**config.mk**
```make
export PLATFORM = sky130hd
export DESIGN_NAME = btn_event_gen_flat
export DESIGN_NICKNAME = d
export VERILOG_FILES = /design/src/rtl/btn_event_gen_if.sv /design/src/rtl/btn_event_gen.sv /design/src/flat_wrapper.sv
export SDC_FILE = /design/constraint.sdc
export NUM_CORES = 1
export LEC_CHECK = 0
export ABC_AREA = 0
export BUFFER_PORTS_ARGS = -buffer_cell sky130_fd_sc_hd__buf_2
export CORE_ASPECT_RATIO = 0.9
export CORE_MARGIN = 2
export CORE_UTILIZATION = 35
export CTS_CLUSTER_DIAMETER = 80
export DETAILED_ROUTE_END_ITERATION = 12
export PLACE_DENSITY_LB_ADDON = 0.12
export SYNTH_ARGS = -nofsm -noshare
export SYNTH_HDL_FRONTEND = slang
export SYNTH_SLANG_ARGS = --single-unit
```
**constraint.sdc**
```tcl
create_clock -name clk -period 4.33 [get_ports clk]
set_input_delay 0.866 -clock clk [delete_from_list [all_inputs] [get_ports clk]]
set_output_delay 0.866 -clock clk [all_outputs]
set_load 0.02 [all_outputs]
```
**src/rtl/btn_event_gen_if.sv**
```systemverilog
// -----------------------------------------------------------------------------
// btn_event_gen_if
// Bundles the debounced button level with the event outputs derived from it.
// "release" and "repeat" are reserved words in SystemVerilog, so those pulses
// carry a _pulse suffix here.
//
// Signals:
//   btn_state      debounced button level, 1 = pressed (into the generator)
//   press          one-cycle pulse on press
//   release_pulse  one-cycle pulse on release
//   long_press     one-cycle pulse when the hold reaches LONG_CYCLES
//   repeat_pulse   one-cycle pulse every REPEAT_CYCLES after long_press
//   held           high while a press is in progress
//
// Modports:
//   master  the event generator (consumes btn_state, drives the events)
//   slave   the game/control logic consuming the events
// -----------------------------------------------------------------------------
interface btn_event_gen_if;
    logic btn_state;
    logic press;
    logic release_pulse;
    logic long_press;
    logic repeat_pulse;
    logic held;

    modport master (
        input  btn_state,
        output press,
        output release_pulse,
        output long_press,
        output repeat_pulse,
        output held
    );

    modport slave (
        output btn_state,
        input  press,
        input  release_pulse,
        input  long_press,
        input  repeat_pulse,
        input  held
    );
endinterface

```
**src/rtl/btn_event_gen.sv**
```systemverilog
// -----------------------------------------------------------------------------
// btn_event_gen
// Turns a debounced button level into single-cycle event pulses: press,
// release, long-press and auto-repeat. It also provides a registered "held"
// level. All outputs are registered. Each pulse is high for the one cycle
// after the clock edge at which its cause is sampled.
//
// Ports:
//   clk    system clock
//   rst_n  asynchronous active-low reset
//   evt    btn_event_gen_if.master: btn_state in; press, release_pulse,
//          long_press, repeat_pulse and held out
//
// Parameters:
//   LONG_CYCLES    hold time in clocks before long_press fires (>= 2)
//   REPEAT_CYCLES  repeat period after long_press; 0 disables repeat (else >= 2)
//   CNT_W          hold-counter width; 2^CNT_W > max(LONG_CYCLES, REPEAT_CYCLES)
// -----------------------------------------------------------------------------
module btn_event_gen #(
    parameter int LONG_CYCLES   = 50_000_000,
    parameter int REPEAT_CYCLES = 10_000_000,
    parameter int CNT_W         = 26
) (
    input  logic              clk,
    input  logic              rst_n,
    btn_event_gen_if.master   evt
);

    localparam logic [1:0] ST_IDLE    = 2'd0;
    localparam logic [1:0] ST_PRESSED = 2'd1;
    localparam logic [1:0] ST_LONG    = 2'd2;

    localparam logic [CNT_W-1:0] LONG_LAST = CNT_W'(LONG_CYCLES - 1);
    localparam logic [CNT_W-1:0] REP_LAST  = CNT_W'(REPEAT_CYCLES - 1);
    localparam logic [CNT_W-1:0] CNT_MAX   = {CNT_W{1'b1}};
    localparam logic [CNT_W-1:0] CNT_ONE   = CNT_W'(1);

    logic [1:0]       state_q, state_d;
    logic [CNT_W-1:0] cnt_q, cnt_d;
    logic             btn_q, btn_d;
    logic             press_q, press_d;
    logic             release_q, release_d;
    logic             long_q, long_d;
    logic             repeat_q, repeat_d;
    logic             held_q, held_d;
    logic             rise;

    always_comb begin
        btn_d     = evt.btn_state;
        rise      = evt.btn_state & ~btn_q;
        state_d   = state_q;
        cnt_d     = cnt_q;
        press_d   = 1'b0;
        release_d = 1'b0;
        long_d    = 1'b0;
        repeat_d  = 1'b0;

        // A low level always wins over a terminal count, so release takes
        // priority and the other pulses stay mutually exclusive.
        case (state_q)
            ST_IDLE: begin
                if (rise) begin
                    press_d = 1'b1;
                    state_d = ST_PRESSED;
                    cnt_d   = '0;
                end
            end
            ST_PRESSED: begin
                if (!evt.btn_state) begin
                    release_d = 1'b1;
                    state_d   = ST_IDLE;
                end else if (cnt_q == LONG_LAST) begin
                    long_d  = 1'b1;
                    cnt_d   = '0;
                    state_d = ST_LONG;
                end else begin
                    cnt_d = cnt_q + CNT_ONE;
                end
            end
            ST_LONG: begin
                if (!evt.btn_state) begin
                    release_d = 1'b1;
                    state_d   = ST_IDLE;
                end else if ((REPEAT_CYCLES != 0) && (cnt_q == REP_LAST)) begin
                    repeat_d = 1'b1;
                    cnt_d    = '0;
                end else if (cnt_q != CNT_MAX) begin
                    // With repeat disabled the counter parks at all-ones
                    // instead of wrapping through a long hold.
                    cnt_d = cnt_q + CNT_ONE;
                end
            end
            default: begin
                state_d = ST_IDLE;
                cnt_d   = '0;
            end
        endcase

        // Registered alongside the pulses: rises with press, falls with release.
        held_d = (state_d != ST_IDLE);
    end

    // btn_q resets high so a button held through reset does not look like a rise.
    always_ff @(posedge clk or negedge rst_n) begin
        if (!rst_n) begin
            state_q   <= ST_IDLE;
            cnt_q     <= '0;
            btn_q     <= 1'b1;
            press_q   <= 1'b0;
            release_q <= 1'b0;
            long_q    <= 1'b0;
            repeat_q  <= 1'b0;
            held_q    <= 1'b0;
        end else begin
            state_q   <= state_d;
            cnt_q     <= cnt_d;
            btn_q     <= btn_d;
            press_q   <= press_d;
            release_q <= release_d;
            long_q    <= long_d;
            repeat_q  <= repeat_d;
            held_q    <= held_d;
        end
    end

    assign evt.press         = press_q;
    assign evt.release_pulse = release_q;
    assign evt.long_press    = long_q;
    assign evt.repeat_pulse  = repeat_q;
    assign evt.held          = held_q;

endmodule

```
**src/flat_wrapper.sv**
```systemverilog
// flat-port wrapper written by rule: the top's interface ports become plain ports
module btn_event_gen_flat 
#(
    parameter int LONG_CYCLES   = 50_000_000,
    parameter int REPEAT_CYCLES = 10_000_000,
    parameter int CNT_W         = 26
)
  (clk, rst_n, evt_btn_state, evt_press, evt_release_pulse, evt_long_press, evt_repeat_pulse, evt_held);
  btn_event_gen_if evt_i ();
  input  logic clk;
  input  logic rst_n;
  input wire logic [$bits(evt_i.btn_state)-1:0] evt_btn_state;
  output wire logic [$bits(evt_i.press)-1:0] evt_press;
  output wire logic [$bits(evt_i.release_pulse)-1:0] evt_release_pulse;
  output wire logic [$bits(evt_i.long_press)-1:0] evt_long_press;
  output wire logic [$bits(evt_i.repeat_pulse)-1:0] evt_repeat_pulse;
  output wire logic [$bits(evt_i.held)-1:0] evt_held;
  assign evt_i.btn_state = evt_btn_state;
  assign evt_press = evt_i.press;
  assign evt_release_pulse = evt_i.release_pulse;
  assign evt_long_press = evt_i.long_press;
  assign evt_repeat_pulse = evt_i.repeat_pulse;
  assign evt_held = evt_i.held;
  btn_event_gen #(.LONG_CYCLES(LONG_CYCLES), .REPEAT_CYCLES(REPEAT_CYCLES), .CNT_W(CNT_W)) u_core (.clk(clk), .rst_n(rst_n), .evt(evt_i));
endmodule
```
==> results of run 1 <==
[final timing paths]
check / to / slack (ps) / from
setup / recovery: u_core.cnt_q[2] / 1390 / u_core.cnt_q[8]
hold / removal: u_core.cnt_q[1] / 520 / u_core.cnt_q[1]
setup reg to reg: u_core.cnt_q[2] / 1390 / u_core.cnt_q[8]
hold reg to reg: u_core.cnt_q[1] / 520 / u_core.cnt_q[1]
max in group asynchronous: u_core.cnt_q[7] / 3180 / rst_n
min in group asynchronous: u_core.evt.held / 650 / rst_n
[sequential cells by signal, summed over array words and instances, names as in the netlist]
register and flops:
u_core.state_q 2, u_core.evt.long_press 1, u_core.evt.repeat_pulse 1, u_core.cnt_q 26, u_core.btn_q 1, u_core.evt.held 1, u_core.evt.press 1, u_core.evt.release_pulse 1
[layout make-up]
type                       instances  area [um2]
clock buffer                       7        86.3
clock inverter                     1        5.00
fill                             584        3480
inverter                          11        41.3
multi-input combinational        159        1120
sequential                        34         852
tap                               70        87.6
timing repair buffer              10        57.6
[report_power, final]
group          internal, mW  total [mW]  switching, mW  leakage (nW)
Combinational        0.0624       0.259          0.197         0.313
Clock                 0.128       0.248          0.119        0.0482
Sequential            0.337       0.349         0.0126         0.466
Total                 0.528       0.856          0.329         0.827
[placed cells by master (no fill, tap or decap), types with 6 or more instances in the layout]
cell	netlist	layout
inv_1	11	11
buf_2	6	7
nand4_1	11	11
o2111ai_1	23	23
nand2_1	35	35
clkbuf_8	0	6
o311ai_1	20	20
nand3_1	12	12
o21ai_0	7	7
dfrtp_1	33	33
[per-stage QoR]
stage               cell area (um2)  hold slack (ps)
CTS                            2250              525
global placement               2160              507
floorplan                      2090              476
finish                         2250              520
global route                   2250              568
detailed placement             2160              509
[critical path: stages (launching register included)]
cell and delay, ps:
dfrtp_1 470, or4_4 580, nor4_4 410, a21boi_2 300
buf_4 270, o211ai_4 560, o311ai_0 200
[metal layers]
layer / up-vias / wire, um / part of all wire, % / GRT usage, %
met5: - / 0 / 0 / 0
met4: 0 / 71 / 1.4 / 5.71
met3: 7 / 159 / 3.1 / 3.66
met2: 25 / 2150 / 42 / 24.1
met1: 838 / 2700 / 53 / 25.3
li1: 882 / - / - / -
[logic make-up (layout without fill, tap and decap cells)]
| logic type | Yosys count | count (layout) | share of synthesized area [%] |
|---|---|---|---|
| adders and majority gates | 5 | 5 | 2.99 |
| AOI/OAI and AO/OA | 67 | 67 | 27.6 |
| DFF | 34 | 34 | 40.8 |
| buffers and inverters | 25 | 29 | 5.75 |
| and+or+nand+nor | 87 | 87 | 22.9 |
==> metrics, run 1 <==
Synth area leader=dfrtp_1; Buffers on Ports=7; Syn Nets=226; row count=26; Pre-Repair DR Iteration Count=4; CP required=4470 ps; die height=77.3 um; vias in the first global route=1,691; I/O pin cnt=8; Initial Util=36.5%; RSZ-0062 raised after global routing=false; Synth top area share=39.5%; largest net degree at the start of global routing=35; post-CTS setup buffers=0; post-place setup slack=1400 ps; Non-Filler Instances=292; GPL Wtd Cong=0.751; Slew Viols, Final=0; post-route setup slack=1390 ps; crit share post-route=67.9%; core area=5730 um2; most common flop cell mapped by yosys=dfrtp_1; Slew headroom=22.1%; Die Wd=85.5 um; post-synthesis sequential area ratio=40.8%; hold depth=2; # setup viols final=0; first-pass GRT wire length=8900 um; crit end category=flip-flop; FMAX=340 MHz; nets@finish=229; ANT cells=0; dpl cells=284; number of buffers created by CTS=5; most common cell in the netlist=nand2_1; Setup crit start kind=flip-flop; synthesized instance count=218; Syn-to-layout area delta=7.54%; cts repair resizes=0; total leakage power=0.827 nW; Post-DP HPWL=3350 um; Overall Power=0.856 mW; Routed Antenna Nets=0; Syn. warnings=0; PD cells=381 nW/um2; Initial DRC Count=92; Setup CP Type=reg -> reg; CP max FO=22; Final Critical Period=2940 ps; Remaining Overflow, GRT=0; CTS tree=built; clock buffer depth=2; CTS root buf=clkbuf_8; wire length per cell=17.4 um; Worst-path clk slew=70 ps; run status=finished, final reports clean; drc violations=0; final hold violation count=0; H-tree depth=2; number of synthesized flops with an enable pin=0; class of the worst hold path=reg -> reg; setup TNS=0 ps; Worst-Skew Late Latency=290 ps; Max-Cap Viols=0; Syn Area/Cell=9.59 um2; maximum VDD drop=0.188 mV; worst slew pin tran=1160 ps; Worst EP arrival=3080 ps; FF+latch count, synth=34; synth cell count leaders=35 x nand2_1, 33 x dfrtp_1, 23 x o2111ai_1; post-synth cell types=42; CTS Sinks=34; clock skew=6.40 ps; r2r worst-path depth=6; cell area after synthesis=2090 um2; DIE AREA=6610 um2; most area-consuming cells after synthesis=dfrtp_1 39%, o2111ai_1 9.6%, o311ai_1 8.4%, nand2_1 6.3%, nand4_1 3.3%; routed wire length=5090 um; Post-synth ARST share=100%; via count=1,752; share of cells above drive strength 1=12.2%; initial antenna violation count=0; Layout Utilization=39.3%; Global Route Usage Sum=17.0%; vias per cell=6.00; Post-CTS Hold Buffers=0
(Power assumes the default switching activity.)
==> run 2, diff against run 1 <==
- clock period: 4.33 -> 2.49 ns (I/O delays scaled with it)
==> metrics, run 2 (synthesized netlist as in run 1, its figures left out) <==
clock skew=8.79 ps (+2.38 ps); crit end category=flip-flop; Largest register FFs=26 (unchanged); Worst-path clk slew=80 ps (about the same); vias in the first global route=1,826 (+8.0%); WL met1=2940 um (+8.7%); CTS tree=built; ANT cells=0 (unchanged); largest net degree at the start of global routing=35 (unchanged); H-tree depth=2 (unchanged); clock buffer depth=2 (unchanged); met2 WL=2570 um (+19%); first-pass GRT wire length=9930 um (+12%); Buffers on Ports=7 (unchanged); most frequent cells in the layout=35 x nand2_1, 33 x dfrtp_1, 23 x o2111ai_1; met3 wire length=197 um (+24%); Setup crit start kind=flip-flop; r2r startpoint=u_core.cnt_q[14]; via count=1,912 (+9.1%); r2r worst-path depth=5 (-1); GPL Wtd Cong=0.762 (+1.5%); FMAX=419 MHz (+23%); # setup viols final=0 (unchanged); Largest regs=u_core.cnt_q (26), u_core.state_q (2); FF-to-FF setup slack=100 ps (-1280 ps); CP peak stage delay=660 ps (+80 ps); RR Endpoint=u_core.cnt_q[5]; CP cell instances=or4b_2 -> nor3_1 -> a21boi_2 -> o211ai_4 -> o311ai_1; Initial DRC Count=105 (+14%); Global Route Usage Sum=18.9% (+1.9 points); Post-DP HPWL=3650 um (+8.9%); slowest CP cell=or4b_2; total leakage power=0.911 nW (+10%); DIE AREA=6610 um2 (unchanged); drc violations=0 (unchanged); initial antenna violation count=0 (unchanged); share of cells above drive strength 1=18.6% (+6.4 points); Die Wd=85.5 um (unchanged); run status=finished, final reports clean; CTS Sinks=34 (unchanged); setup TNS=0 ps (unchanged); routed wire length=5770 um (+13%); row count=26 (unchanged); Overall Power=1.63 mW (+90%); Non-Filler Instances=307 (+5.1%); CTS root buf=clkbuf_8; Slew headroom=46.9% (+25 points); Post-Place Cell Area=2260 um2 (+4.9%); Syn-to-layout area delta=14.5%; Hold WS=290 ps (-230 ps); Remaining Overflow, GRT=0 (unchanged); final instance area=2390 um2 (+6.5%); dpl cells=298 (+4.9%); Routed Antenna Nets=0 (unchanged); highest metal used=met4; Worst EP arrival=2530 ps (-550 ps); CP max FO=11 (-50%); class of the worst hold path=in -> async; I/O pin cnt=8 (unchanged); most common cell after layout, fill and taps aside=nand2_1; maximum VDD drop=0.417 mV (+120%); worst slew pin tran=796 ps (-362 ps); final hold violation count=0 (unchanged); Setup CP Type=reg -> reg; RSZ-0062 raised after global routing=false; Worst path top cell family by delay=simple AND/OR/NAND/NOR gates; die height=77.3 um (unchanged); CP required=2630 ps (-1840 ps); post-CTS setup buffers=0 (unchanged); number of fill cells in the layout=574 (-1.7%); vias per cell=6.23 (+3.8%); crit share post-route=95.8% (+28 points); PD cells=679 nW/um2 (+78%); Slew Viols, Final=0 (unchanged); nets@finish=244 (+6.6%); largest register by flop count=u_core.cnt_q; Buf+Inv Stages, Crit Path=0 (-1); Final Critical Period=2390 ps (-556 ps); core area=5730 um2 (unchanged); Max-Cap Viols=0 (unchanged); number of buffers created by CTS=5 (unchanged); Initial Util=36.5% (unchanged); Pre-Repair DR Iteration Count=4 (unchanged); Worst-Skew Late Latency=290 ps (about the same); wire length per cell=18.8 um (+7.9%)
## run 2: cell types whose count changed in the layout (fill, tap and decap cells not counted), sizes merged
cell    change
o211ai      +1
clkbuf      +1
clkinv      -1
buf        +14
## run 2: metrics by stage
| stage | utilization (%) | setup slack [ps] |
|---|---|---|
| floorplan | - | 312 |
| global placement | 39.5 | 16.6 |
| detailed placement | 39.5 | -24.5 |
| CTS | 41.7 | 35.7 |
| global route | 41.8 | 0.919 |
| finish | 41.8 | 105 |
## run 2: layer usage
layer	vias up	global-route usage, %
met3	6	3.12
met4	0	5.87
met5	-	0
li1	917	-
met1	947	28.7
met2	42	27.3
## run 2: worst max path at each step
| stage | endpoint | startpoint | depth (start not counted) | slack [ps] |
|---|---|---|---|---|
| 6_report | u_core.cnt_q[5] | u_core.cnt_q[14] | 5 | 100 |
| 5_1_grt | u_core.evt.held | u_core.cnt_q[8] | 6 | 0.9 |
| 4_1_cts | u_core.cnt_q[8] | u_core.cnt_q[8] | 5 | 40 |
| 3_5_place_dp | u_core.cnt_q[14] | u_core.cnt_q[8] | 5 | -20 |
| 3_3_place_gp | u_core.cnt_q[14] | u_core.cnt_q[8] | 5 | 20 |
| 2_1_floorplan | u_core.cnt_q[2] | u_core.cnt_q[0] | 7 | 310 |
## run 2: what timing repair did
item | 4_1_cts | 5_1_grt
pin swaps | 1 | 0
setup endpoints to repair | 10 | 11
gates cloned | 1 | 0
hold buffers | 0 | 0
gates resized for setup | 0 | 2
## run 2: layout make-up
type                       instances  area, um2  area share, %
clock buffer                       8        110           4.60
inverter                          11       41.3           1.72
multi-input combinational        160       1140           47.6
sequential                        34        852           35.6
tap                               70       87.6           3.66
timing repair buffer              24        163           6.79
## run 2: worst reg2reg max path, stage by stage, from the launching register on
cell	delay, ps
dfrtp_1	370
or4b_2	660
nor3_1	360
a21boi_2	190
o211ai_4	490
o311ai_1	180
## run 2: power breakdown
group	leakage [nW]	total (mW)	switching, mW	internal, mW
sequential	0.466	0.609	0.0235	0.586
clock	0.0575	0.493	0.213	0.280
combinational	0.387	0.525	0.389	0.136
total	0.911	1.63	0.625	1.00
==> run 3, diff against run 2 <==
- CORE_ASPECT_RATIO: 0.9 -> 1.1
==> metrics, run 3 (synthesized netlist as in run 1, its figures left out) <==
crit end category=flip-flop; first-pass GRT wire length=9260 um (-6.7%); # setup viols final=0 (unchanged); Worst-path clk slew=70 ps (about the same); largest net degree at the start of global routing=35 (unchanged); Remaining Overflow, GRT=0 (unchanged); Post-DP HPWL=3580 um (-2.0%); worst slew pin tran=783 ps (-13.1 ps); Largest regs=u_core.cnt_q (26), u_core.state_q (2); Net Sw Power=0.611 mW (-2.2%); core area=5770 um2 (+0.76%); CTS tree=built; Buffers on Ports=7 (unchanged); run status=finished, final reports clean; dpl cells=304 (+2.0%); Syn-to-layout area delta=13.6%; CP required=2640 ps (about the same); post-place setup slack=46.4 ps (+70.9 ps); vias per cell=6.03 (-3.1%); Max-Cap Viols=0 (unchanged); wire length per cell=18.0 um (-4.1%); met3 wire length=165 um (-16%); maximum VDD drop=0.282 mV (-32%); crit share post-route=93.6% (-2.2 points); Die Wd=77.7 um (-9.1%); Internal Power=0.952 mW (-4.9%); GPL Wtd Cong=0.802 (+5.3%); highest metal used=met4; most common cell after layout, fill and taps aside=nand2_1; Worst EP arrival=2480 ps (-50 ps); total leakage power=0.896 nW (-1.6%); Global Route Usage Sum=17.8% (-1.1 points); setup TNS=0 ps (unchanged); DIE AREA=6610 um2 (about the same); class of the worst hold path=in -> async; Initial DRC Count=120 (+14%); nets@finish=243 (-0.41%); routed wire length=5640 um (-2.2%); Worst-Skew Late Latency=290 ps (about the same); Non-Filler Instances=313 (+2.0%); clock share of power=27.4% (-2.9 points); number of buffers created by CTS=5 (unchanged); Setup crit start kind=flip-flop; Slew headroom=47.8% (+0.87 points); Net Sw Frac=39.1% (+0.67 points); row count=29 (+12%); Sequential Power Share=39.0% (+1.6 points); met2 WL=2700 um (+5.0%); share of cells above drive strength 1=17.4% (-1.2 points); largest register by flop count=u_core.cnt_q; WL met1=2700 um (-8.0%); CP max FO=26 (+15); Final Critical Period=2330 ps (-54.2 ps); Slew Viols, Final=0 (unchanged); final hold violation count=0 (unchanged); die height=85.1 um (+10%); most frequent cells in the layout=35 x nand2_1, 33 x dfrtp_1, 23 x o2111ai_1; Largest register FFs=26 (unchanged); via count=1,888 (-1.3%); ANT cells=0 (unchanged); Routed Antenna Nets=0 (unchanged); Initial Util=36.2% (-0.28 points); post-route setup slack=159 ps (+54.2 ps); clock buffer depth=2 (unchanged); initial antenna violation count=0 (unchanged); H-tree depth=2 (unchanged); Comb power frac=33.6% (+1.3 points); Setup CP Type=reg -> reg; clock skew=7.11 ps (-1.68 ps); FMAX=429 MHz (+2.3%); drc violations=0 (unchanged); CTS Sinks=34 (unchanged); RSZ-0062 raised after global routing=false; I/O pin cnt=8 (unchanged); Pre-Repair DR Iteration Count=4 (unchanged); PD cells=658 nW/um2 (-3.1%); vias in the first global route=1,795 (-1.7%); CTS root buf=clkbuf_8
[run 3: metrics by stage]
step,utilization [%],area [um2],power (mW),hold slack (ps)
2_1_floorplan,-,2090,0.959,202
3_3_place_gp,39.2,2260,1.12,507
3_5_place_dp,39.2,2260,1.12,513
4_1_cts,40.8,2350,1.55,329
5_1_grt,41.2,2380,1.66,362
6_report,41.2,2380,1.56,286
[run 3: timing repair]
item,in CTS,in global routing
endpoints found under the setup margin,0,24
setup buffers,0,0
resized for setup,0,2
hold buffers,0,0
[run 3: power groups by stage]
| stage | clock network [mW] | logic [mW] | registers, mW |
|---|---|---|---|
| after CTS | 0.442 | 0.500 | 0.609 |
| after global placement | 0 | 0.501 | 0.619 |
| after global routing | 0.467 | 0.577 | 0.614 |
| after floorplan | 0 | 0.325 | 0.635 |
| final | 0.428 | 0.526 | 0.609 |
| after detailed placement | 0 | 0.497 | 0.620 |
[run 3: path summary, 6_finish.rpt]
path	to	start	cells past startpoint	slack, ps
max in group asynchronous	u_core.cnt_q[0]	rst_n	1	1710
min in group clk	u_core.btn_q	evt_btn_state	1	380
max reg2reg	u_core.cnt_q[24]	u_core.cnt_q[14]	6	160
min reg2reg	u_core.cnt_q[0]	u_core.cnt_q[0]	1	520
min	u_core.cnt_q[21]	rst_n	1	290
max	u_core.cnt_q[24]	u_core.cnt_q[14]	6	160
[run 3: worst max-delay path: stages, from the launching register on]
cell	delay, ps
dfrtp_1	380
or4b_2	670
nor3_1	320
a21boi_2	170
buf_4	280
o21ai_1	240
o311ai_1	140
[run 3: layout make-up]
| cell class | instances | area, um2 |
|---|---|---|
| Multi-Input combinational cell | 160 | 1140 |
| Inverter | 11 | 41.3 |
| Timing Repair Buffer | 23 | 155 |
| Clock buffer | 7 | 86.3 |
| Tap cell | 77 | 96.3 |
| Clock inverter | 1 | 5.00 |
| Sequential cell | 34 | 852 |
| Fill cell | 590 | 3390 |
[run 3: routing by layer]
metal  global-route usage (%)  vias to the layer above
met5                        0                        -
met4                     7.14                        0
met3                     2.66                        8
met2                     28.8                       40
met1                     23.8                      927
li1                         -                      913
